<file path="src/rtl/rvb_pcpi_hub_pkg.sv">
// Shared definitions for the PCPI hub: state encoding, limits and the
// helper that sizes the claim timeout counter.
package rvb_pcpi_hub_pkg;

    localparam int NCP_MAX = 8;

    typedef enum logic [2:0] {
        ST_IDLE    = 3'd0,
        ST_ISSUE   = 3'd1,
        ST_CLAIMED = 3'd2,
        ST_RESP    = 3'd3,
        ST_DRAIN   = 3'd4
    } hub_state_t;

    // Counter holds 0..timeout-1.
    function automatic int cnt_width(input int timeout);
        return (timeout <= 2) ? 1 : $clog2(timeout);
    endfunction

endpackage

</file>
<file path="src/rtl/rvb_pcpi_hub_prio.sv">
// Lowest-index priority encoder.
// Ports: req (N bits) in; gnt one-hot out; any = at least one request.
module rvb_pcpi_hub_prio #(
    parameter int N = 2
) (
    input  logic [N-1:0] req,
    output logic [N-1:0] gnt,
    output logic         any
);

    // Two's complement isolates the lowest set bit.
    assign gnt = req & (~req + N'(1));
    assign any = |req;

endmodule

</file>
<file path="src/rtl/rvb_pcpi_hub.sv">
// PCPI hub: registers the core request, broadcasts it to NCP coprocessors,
// tracks the claiming port, returns the registered response, and drops an
// unclaimed instruction after TIMEOUT cycles.
// Ports: clk/resetn (sync, active-low); pcpi_* core side; cp_* coprocessor
// side (cp_rd port i at [i*XLEN +: XLEN]).
// Build option RVB_PCPI_HUB_STATS_EN adds stat_issued/done/timeout/conflict.
module rvb_pcpi_hub
    import rvb_pcpi_hub_pkg::*;
#(
    parameter int NCP     = 2,
    parameter int XLEN    = 32,
    parameter int TIMEOUT = 12
) (
    input  logic                clk,
    input  logic                resetn,
    input  logic                pcpi_valid,
    input  logic [31:0]         pcpi_insn,
    input  logic [XLEN-1:0]     pcpi_rs1,
    input  logic [XLEN-1:0]     pcpi_rs2,
    input  logic [XLEN-1:0]     pcpi_rs3,
    output logic                pcpi_wr,
    output logic [XLEN-1:0]     pcpi_rd,
    output logic                pcpi_wait,
    output logic                pcpi_ready,
    output logic [NCP-1:0]      cp_valid,
    output logic [31:0]         cp_insn,
    output logic [XLEN-1:0]     cp_rs1,
    output logic [XLEN-1:0]     cp_rs2,
    output logic [XLEN-1:0]     cp_rs3,
    input  logic [NCP-1:0]      cp_wr,
    input  logic [NCP*XLEN-1:0] cp_rd,
    input  logic [NCP-1:0]      cp_wait,
    input  logic [NCP-1:0]      cp_ready
`ifdef RVB_PCPI_HUB_STATS_EN
    ,
    output logic [31:0]         stat_issued,
    output logic [31:0]         stat_done,
    output logic [31:0]         stat_timeout,
    output logic [31:0]         stat_conflict
`endif
);

    localparam int CW = cnt_width(TIMEOUT);

    hub_state_t       state;
    logic [CW-1:0]    cnt;
    logic [NCP-1:0]   owner;

    logic [NCP-1:0]   rdy_gnt;
    logic             rdy_any;
    logic [NCP-1:0]   wt_gnt;
    logic             wt_any;

    logic [NCP-1:0]   win;
    logic             owner_rdy;
    logic [XLEN-1:0]  rd_sel;
    logic             wr_sel;
    logic             to_hit;

    rvb_pcpi_hub_prio #(.N(NCP)) u_prio_rdy (
        .req (cp_ready),
        .gnt (rdy_gnt),
        .any (rdy_any)
    );

    rvb_pcpi_hub_prio #(.N(NCP)) u_prio_wt (
        .req (cp_wait),
        .gnt (wt_gnt),
        .any (wt_any)
    );

    // A latched owner overrides the lowest-ready choice.
    assign win       = (state == ST_CLAIMED) ? owner : rdy_gnt;
    assign owner_rdy = |(owner & cp_ready);
    assign to_hit    = (cnt == CW'(TIMEOUT - 1));

    always_comb begin
        rd_sel = '0;
        wr_sel = 1'b0;
        for (int i = 0; i < NCP; i++) begin
            if (win[i]) begin
                rd_sel = rd_sel | cp_rd[i*XLEN +: XLEN];
                wr_sel = wr_sel | cp_wr[i];
            end
        end
    end

    always_ff @(posedge clk) begin
        if (!resetn) begin
            state      <= ST_IDLE;
            cnt        <= '0;
            owner      <= '0;
            cp_valid   <= '0;
            cp_insn    <= '0;
            cp_rs1     <= '0;
            cp_rs2     <= '0;
            cp_rs3     <= '0;
            pcpi_wr    <= 1'b0;
            pcpi_rd    <= '0;
            pcpi_wait  <= 1'b0;
            pcpi_ready <= 1'b0;
        end else begin
            pcpi_ready <= 1'b0;
            pcpi_wait  <= 1'b0;
            unique case (state)
                ST_IDLE: begin
                    if (pcpi_valid) begin
                        cp_insn  <= pcpi_insn;
                        cp_rs1   <= pcpi_rs1;
                        cp_rs2   <= pcpi_rs2;
                        cp_rs3   <= pcpi_rs3;
                        cnt      <= '0;
                        owner    <= '0;
                        cp_valid <= '1;
                        state    <= ST_ISSUE;
                    end
                end
                ST_ISSUE: begin
                    cnt <= cnt + 1'b1;
                    if (!pcpi_valid) begin
                        cp_valid <= '0;
                        state    <= ST_IDLE;
                    end else if (rdy_any) begin
                        pcpi_rd    <= rd_sel;
                        pcpi_wr    <= wr_sel;
                        pcpi_ready <= 1'b1;
                        cp_valid   <= '0;
                        state      <= ST_RESP;
                    end else if (wt_any) begin
                        owner     <= wt_gnt;
                        pcpi_wait <= 1'b1;
                        state     <= ST_CLAIMED;
                    end else if (to_hit) begin
                        cp_valid <= '0;
                        state    <= ST_DRAIN;
                    end
                end
                ST_CLAIMED: begin
                    if (!pcpi_valid) begin
                        cp_valid <= '0;
                        state    <= ST_IDLE;
                    end else if (owner_rdy) begin
                        pcpi_rd    <= rd_sel;
                        pcpi_wr    <= wr_sel;
                        pcpi_ready <= 1'b1;
                        cp_valid   <= '0;
                        state      <= ST_RESP;
                    end else begin
                        pcpi_wait <= 1'b1;
                    end
                end
                ST_RESP: begin
                    state <= ST_DRAIN;
                end
                ST_DRAIN: begin
                    // Wait for the core to drop valid so the same
                    // instruction is not captured twice.
                    if (!pcpi_valid) state <= ST_IDLE;
                end
                default: begin
                    state <= ST_IDLE;
                end
            endcase
        end
    end

`ifdef RVB_PCPI_HUB_STATS_EN
    logic multi_rdy;
    logic multi_wt;

    assign multi_rdy = |(cp_ready & (cp_ready - NCP'(1)));
    assign multi_wt  = |(cp_wait & (cp_wait - NCP'(1)));

    always_ff @(posedge clk) begin
        if (!resetn) begin
            stat_issued   <= '0;
            stat_done     <= '0;
            stat_timeout  <= '0;
            stat_conflict <= '0;
        end else begin
            if (state == ST_IDLE && pcpi_valid)
                stat_issued <= stat_issued + 32'd1;
            if (state == ST_RESP)
                stat_done <= stat_done + 32'd1;
            if (state == ST_ISSUE && pcpi_valid && !rdy_any && !wt_any && to_hit)
                stat_timeout <= stat_timeout + 32'd1;
            if (multi_rdy || multi_wt)
                stat_conflict <= stat_conflict + 32'd1;
        end
    end
`endif

endmodule

</file>
<file path="config.mk">
export PLATFORM = sky130hd
export DESIGN_NAME = rvb_pcpi_hub
export DESIGN_NICKNAME = d
export VERILOG_FILES = /design/src/rtl/rvb_pcpi_hub_pkg.sv /design/src/rtl/rvb_pcpi_hub_prio.sv /design/src/rtl/rvb_pcpi_hub.sv
export SDC_FILE = /design/constraint.sdc
export NUM_CORES = 1
export LEC_CHECK = 0
export CORE_AREA = 2 2 141 143
export CTS_CLUSTER_DIAMETER = 80
export DETAILED_ROUTE_END_ITERATION = 6
export DIE_AREA = 0 0 143 145
export PLACE_DENSITY = 0.72
export SKIP_LAST_GASP = 1
export SLEW_MARGIN = 30
export SYNTH_ARGS = -nofsm -noshare
export SYNTH_HDL_FRONTEND = slang
export SYNTH_SLANG_ARGS = --single-unit
</file>
<file path="constraint.sdc">
create_clock -name clk -period 2.6 [get_ports clk]
set_input_delay 0.39 -clock clk [delete_from_list [all_inputs] [get_ports clk]]
set_output_delay 0.39 -clock clk [all_outputs]
set_load 0.02 [all_outputs]
</file>
### Word level (Yosys, flattened, before mapping)

Index checks and enable logic that the tools add are counted.

* div/mod/pow operators: 0
* mux-type cells: 50
* add/sub/neg operators: 3
* bitwise gates (word level): 7
* $mul: 0
* shifts and indexed selects: 0
* reduce and logical (&&, ||, !) cells: 13
* equality and inequality tests: 17
* order comparisons: 0

Operator list (count)
* $mux 32: 6
* $pmux 32 s2: 1
* $or 32x32->32: 1
* $mux 2: 12
* $mux 3: 8
* $mux 1: 15
* $pmux 3 s5: 1
* $reduce_and 5->1: 3
* $ne 2x2->1 const B: 7
* $ne 4x4->1 const B: 2
* $pmux 4 s2: 1
* $and 2x2->2: 3
* $eq 3x2->1 const B: 2
* $pmux 1 s2: 3
* $pmux 2 s3: 1
* $reduce_or 2->1: 3
* $ne 5x4->1 const B: 1
* $add 2x1->2 const B: 2
* $add 4x1->4 const B: 1
* $eq 4x4->1 const B: 1
* $mux 4: 1
* $not 2->2: 2
* $pmux 2 s2: 1
* $reduce_and 2->1: 2
* other kinds (9): 10

* RAM bits: 0
* output and inout port bits: 165
* register bits after elaboration: 174
* logic and storage cells: 102
* ROM bits: 0
* bits in latches: 0
* input port bits: 201
* memories: 0

### Logic depth before layout (Yosys ltp)

Gate-level depths: netlist (run 1).

* depth after elaboration: 10
* depth in mapped cells: 8

### Cells and area by module

From an unflattened synthesis (run 1), not the netlist that was laid out.

* cell total of the unflattened synthesis: 791
* area, all modules: 6860.3 um2

By module, submodules not included
* rvb_pcpi_hub: instances 1, cells each 785, area each 6820.3 um2, seq. area each 3463.3 um2
* rvb_pcpi_hub_prio: instances 2, cells each 3, area each 20.0 um2, seq. area each 0.0 um2

### Least setup slack after synthesis (run 1)

OpenSTA, ideal clock, no wires.

* path kind: input to register
* start point: in pcpi_valid
* end point: reg cp_rs2[20]
* data arrival time: 1.758 ns
* data required time: 2.468 ns
* path buffers: 3
* library setup time: 0.132 ns
* setup slack: 0.710 ns
* cell stages on the path: 6
* path through: clkbuf_1 or4b_2 clkbuf_1 clkbuf_1 nand2_1 a21oi_1

* word-level cells in the longest chain between the ends: 1

Ends and longest elaborated chain
* start, declared: line rvb_pcpi_hub.sv:16 `input logic pcpi_valid,`
* $reduce_and 2->1 (no source line)
* end signal, assigned: line rvb_pcpi_hub.sv:110 `cp_rs2 <= pcpi_rs2;`
* end, declared: line rvb_pcpi_hub.sv:28 `output logic [XLEN-1:0] cp_rs2,`

No other way between the ends.
A chain may end at the register's enable or synchronous reset.

### Worst setup path in the final report (run 1)

* start point: in pcpi_valid
* end point: reg cp_rs3[1]

* word-level cells in the longest chain between the ends: 1

Ends and longest elaborated chain
* $reduce_and 2->1 (no source line)
* end signal, assigned: line rvb_pcpi_hub.sv:111 `cp_rs3 <= pcpi_rs3;`
* end, declared: line rvb_pcpi_hub.sv:29 `output logic [XLEN-1:0] cp_rs3,`

No other way between the ends.

==> results.yml, run 1 <==
power_and_ir_drop:
  switching_share: 0.255
  power.total_mw: 7.04
  cellLeakagePower_nw: 4.16
  p_int_mw: 5.25
  total_switching_power_mw: 1.80
  peakVddDrop_v: 0.000429
  comb_power_share: 0.188
  p_seq_frac: 0.411
  p_clk_frac: 0.401
  power_density_nw_per_um2: 636
global_route:
  top_usage_layer: "met2"
  use_met1: 0.246
  grt_overflow_total: 0
  use_met2: 0.356
  grt_pass1_wl_mm: 34.2
  grt_max_degree: 78
  groute.layer.met3.usage: 0.0634
  antenna_found_initial: 0
  grt_pass1_vias: 6391
  grt_usage: 0.209
sta:
  skew_ps: 13.0
  fin_setup_tns_ps: 0
  rsz0062_at_grt: "false"
  worst_pin_slew_ps: 608
  fmax_mhz: 520
  fin_crit_ps: 1920
  period_share: 0.740
  maxSlewHeadroom: 0.595
  setup_viol: 0
  hold_violations: 0
  drv_slew: 0
setup_path:
  critPathMaxStageDelay_ps: 660
  arrival_ps: 2270
  cp.required_ps: 2950
  crit_chain: "clkdlybuf4s50_1, nor4b_2, buf_12, buf_4, nand2_1, a21oi_1"
  start_kind: "input port"
  crit_path_end_kind: "flop"
  crit_type: "input port to flop"
  critPathSlowestCell: "clkdlybuf4s50_1"
  r2r_cells: 5
  worstPathMaxFanout: 37
synth:
  syn_area_sq_um: 6510
  syn_area_per_cell_sq_um: 8.16
  synth_area_leader_cell: "dfxtp_1"
  synth_top_area_share: 0.532
  yosysWarnings: 0
  netlist_instances: 798
  syn-num-nets: 1000
  ys_seq_elements: 173
  postSynth.asyncResetShare: 0
  synth_area_leaders: "dfxtp_1, nand2_1, a21oi_1"
  ys_seq_area_frac: 0.532
  synth-edff-count: 0
  synth_flop_cell: "dfxtp_1"
  synth.distinct_cells: 40
worst_hold_path:
  hold_path_depth: 2
  min_path_type: "flop to flop"
routing:
  via_per_inst: 4.79
  drc_errors: 0
  dr_total_vias: 6734
  drtIter0Drc: 386
  drtPass1Iterations: 6
  ant_nets: 0
  routedWlPerCell_um: 15.6
  routed_wl_mm: 21.9
clock_tree:
  clockRootBuffer: "clkbuf_16"
  clk_latency_ps: 420
  numCtsBuffers: 17
  cts_resized: 0
  hold_buffers: 0
  cts.reportedPaths.clkPinSlew_ps: 70
  cts_setup_buffers: 0
  cts_buffer_depth: 2
  cts.sinks: 173
  ctsHtreeMaxLevel: 4
  tritoncts: "yes"
run:
  cap_violations: 0
layout:
  area_growth_pct: 69.9
  finalCoreUtilization: 0.576
  final_cell_area_sq_um: 11100
  fin_cells: 1406
  antennaDiodeCount: 0
  final_cell_mix: "clkdlybuf4s50_1, nand2_1, dfxtp_1"
  final_common_cell: "clkdlybuf4s50_1"
  drive_above_1_share: 0.0482
  nets: 1330
floorplan:
  core_sq_um: 19200
  die_area_sq_um: 20700
  io_pins: 366
  start_util: 0.339
  row_count: 51
  die_w_um: 143
  fp.dieH_um: 145
placed_design:
  dp_hpwl_mm: 15.6
  place_congestion: 0.832
  dpl_cell_area_sq_um: 10400
  io_buffers: 365
  dp_cells: 1374
status:
  status: "finished clean"
-- path summary, 6_finish.rpt --
| path | startpoint | endpoint | slack, ps |
|---|---|---|---|
| hold / removal | cp_rs1[14] | cp_rs1[14] | 450 |
| hold reg to reg | cp_rs1[14] | cp_rs1[14] | 450 |
| setup / recovery | pcpi_valid | cp_rs3[1] | 680 |
| setup reg to reg | state[0] | pcpi_rd[12] | 680 |
-- Yosys cell counts, drive strengths merged (3+ instances only) --
cell / instances
clkbuf: 50
nor2: 12
dfxtp: 173
inv: 3
buf: 21
a31oi: 4
a22oi: 35
nand2b: 3
o31ai: 35
a21oi: 165
nand2: 259
o21a: 3
o211ai: 3
nor2b: 3
-- stage by stage --
| stage | hold WS [ps] | setup slack (ps) |
|---|---|---|
| 2_1_floorplan | 472 | 710 |
| 3_3_place_gp | 441 | 272 |
| 3_5_place_dp | 446 | 220 |
| 4_1_cts | 454 | 673 |
| 5_1_grt | 466 | 527 |
| 6_report | 453 | 677 |
-- cell type report --
| cell class | count | area (sq um) |
|---|---|---|
| Multi-Input combinational cell | 551 | 2740 |
| Sequential cell | 173 | 3460 |
| Tap cell | 265 | 332 |
| Clock inverter | 13 | 213 |
| Clock buffer | 19 | 443 |
| Fill cell | 1683 | 8140 |
| Inverter | 3 | 13.8 |
| Timing Repair Buffer | 382 | 3870 |
-- per-layer routing --
metal	wire [um]	vias to the layer above
met2	11100	217
met1	8710	3115
met3	1440	32
met5	0	-
met4	574	0
li1	-	3370
-- logic make-up (layout without fill, tap and decap cells) --
logic type	Yosys count	count (layout)	share of synthesized area
AOI/OAI and AO/OA	251	251	0.225
xor gates and xnor gates	2	2	0.00269
adders and majority gates	1	1	0.00192
buffers and inverters	74	417	0.0503
DFF	173	173	0.532
muxes	2	2	0.00307
and+or+nand+nor	295	295	0.185
-- sequential cells by signal (all words and copies together), names as in the netlist, 2 cells and up --
signal	count
state	3
cp_rs3	32
cp_rs2	32
cp_rs1	32
cnt	4
cp_insn	32
owner	2
pcpi_rd	32
-- power by group through the flow --
stage	clock (mW)	combinational [mW]	sequential (mW)
floorplan	0	0.390	3.14
detailed placement	0	1.33	2.95
CTS	2.91	1.34	2.89
global route	3.02	1.42	2.91
global placement	0	1.33	2.95
finish	2.82	1.33	2.90
-- critical path: cells and delay by family --
kind | cells | cell delay (ps)
buffers and inverters | 3 | 1170
AO/OA/AOI/OAI | 1 | 120
AND/OR/NAND/NOR | 2 | 570
Power figures use the tool's default switching activity.
==> run 2, diff against run 1 <==
==> constraint.sdc (replaced) <==
create_clock -name clk -period 1.8 [get_ports clk]
set_input_delay 0.27 -clock clk [delete_from_list [all_inputs] [get_ports clk]]
set_output_delay 0.27 -clock clk [all_outputs]
set_load 0.02 [all_outputs]
==> results.yml, run 2 (same netlist as run 1, synthesis figures left out) <==
layout:
  fin_cells: 1428
  final_cell_mix: "clkdlybuf4s50_1, nand2_1, dfxtp_1"
  drive_above_1_share: 0.0705
  final_common_cell: "clkdlybuf4s50_1"
  final_cell_area_sq_um: 11300
  antennaDiodeCount: 0
  finalCoreUtilization: 0.590
  nets: 1353
  area_growth_pct: 73.8
  nFillCells: 1719
routing:
  routedWlPerCell_um: 15.6
  ant_nets: 0
  drtPass1Iterations: 6
  drtIter0Drc: 381
  via_per_inst: 4.79
  routed_wl_mm: 22.3
  dr_total_vias: 6838
  drc_errors: 0
clock_tree:
  ctsHtreeMaxLevel: 4
  hold_buffers: 0
  clk_latency_ps: 430
  numCtsBuffers: 17
  cts_setup_buffers: 0
  tritoncts: "yes"
  cts_buffer_depth: 2
  cts.sinks: 173
  clockRootBuffer: "clkbuf_16"
  cts.reportedPaths.clkPinSlew_ps: 70
sta:
  fin_crit_ps: 1770
  rsz0062_at_grt: "true"
  worst_pin_slew_ps: 442
  period_share: 0.982
  drv_slew: 0
  hold_violations: 0
  skew_ps: 8.31
  setup_viol: 0
  fmax_mhz: 565
  maxSlewHeadroom: 0.704
global_route:
  grt_pass1_wl_mm: 34.9
  grt_pass1_vias: 6704
  grt_usage: 0.212
  antenna_found_initial: 0
  grt_max_degree: 67
  grt_overflow_total: 0
setup_path:
  start_kind: "flop"
  arrival_ps: 2090
  path_buf_inv: 1
  cp.required_ps: 2120
  cp_top_family: "simple AND/OR/NAND/NOR gates"
  crit_chain: "or3b_4, o221a_4, or2_4, buf_12, and2_1"
  crit_type: "flop to flop"
  critPathSlowestCell: "or3b_4"
  r2r-end: "pcpi_ready"
  timing.rr.start: "state[1]"
  reg2reg_slack_ps: 30
  worstPathMaxFanout: 27
  r2r_cells: 5
  critPathMaxStageDelay_ps: 420
  crit_path_end_kind: "flop"
floorplan:
  io_pins: 366
  die_w_um: 143
  row_count: 51
  start_util: 0.339
  fp.dieH_um: 145
  die_area_sq_um: 20700
  core_sq_um: 19200
placed_design:
  dpl_cell_area_sq_um: 10700
  dp_cells: 1397
  dp_hpwl_mm: 16.3
  io_buffers: 365
  place_congestion: 0.835
worst_hold_path:
  hold_path_depth: 3
  hold_end: "cp_rs3[11]"
  min-delay-start: "pcpi_rs3[11]"
  min_path_type: "input port to flop"
power_and_ir_drop:
  cellLeakagePower_nw: 4.30
  peakVddDrop_v: 0.000648
  power_density_nw_per_um2: 891
status:
  status: "finished clean"
run:
  cap_violations: 0
==> run 2: cell count changes in the layout (fill, tap and decap cells not counted), sizes merged <==
cell | before | now
buf | 17 | 40
clkdlybuf4s50 | 365 | 364
clkbuf | 19 | 17
clkinv | 5 | 3
dlymetal6s2s | 0 | 1
inv | 5 | 10
bufinv | 5 | 3
==> run 2: worst max-delay path by stage <==
stage                      startpoint          end  depth (start not counted)
final                        state[1]   pcpi_ready                          5
after global placement     pcpi_valid   cp_rs2[20]                          6
after CTS                 cp_valid[0]  cp_valid[0]                          1
after global routing         state[1]   pcpi_ready                          5
after floorplan              state[1]   cp_insn[0]                          6
after detailed placement   pcpi_valid   cp_rs2[20]                          6
==> run 2: layout make-up <==
type | instances | area, sq um | area share
clock inverters | 14 | 204 | 0.0180
clock buffers | 17 | 425 | 0.0376
inverters | 3 | 13.8 | 0.00122
well taps | 265 | 332 | 0.0293
repair buffers | 405 | 4120 | 0.364
multi-input cells | 551 | 2760 | 0.244
flip-flops and latches | 173 | 3460 | 0.306
==> run 2: power by group <==
part	switching (mW)	total, mW	internal (mW)
Sequential	0.117	4.18	4.06
Clock	1.68	3.93	2.25
Combinational	0.941	1.99	1.05
Total	2.74	10.1	7.35
==> run 2: through the flow <==
| step | power (mW) | setup TNS (ps) | hold slack (ps) | worst slack (ps) |
|---|---|---|---|---|
| finish | 10.1 | 0 | 384 | 31.6 |
| global route | 10.5 | -13.2 | 376 | -11.0 |
| CTS | 10.2 | 0 | 364 | 13.5 |
| detailed placement | 6.25 | -18820 | 446 | -148 |
| global placement | 6.23 | -16420 | 440 | -143 |
| floorplan | 5.10 | -931 | 406 | -9.38 |
==> run 2: metal layers <==
layer / GRT usage / wire, um / part of all wire / vias up
met5: 0 / 0 / 0 / -
li1: - / - / - / 3425
met2: 0.350 / 10700 / 0.48 / 256
met4: 0.0837 / 580 / 0.026 / 0
met1: 0.259 / 9370 / 0.42 / 3124
met3: 0.0604 / 1610 / 0.072 / 33
==> run 2: worst min-delay path, delay by kind of cell <==
kind	cells	cell delay (ps)
AND/OR/NAND/NOR	1	50
buffers and inverters	1	390
AO/OA/AOI/OAI	1	50
==> run 2: repair_timing <==
action,in CTS,in global routing
endpoints found under the setup margin,27,29
resized for setup,4,6
endpoints found under the hold margin,0,0
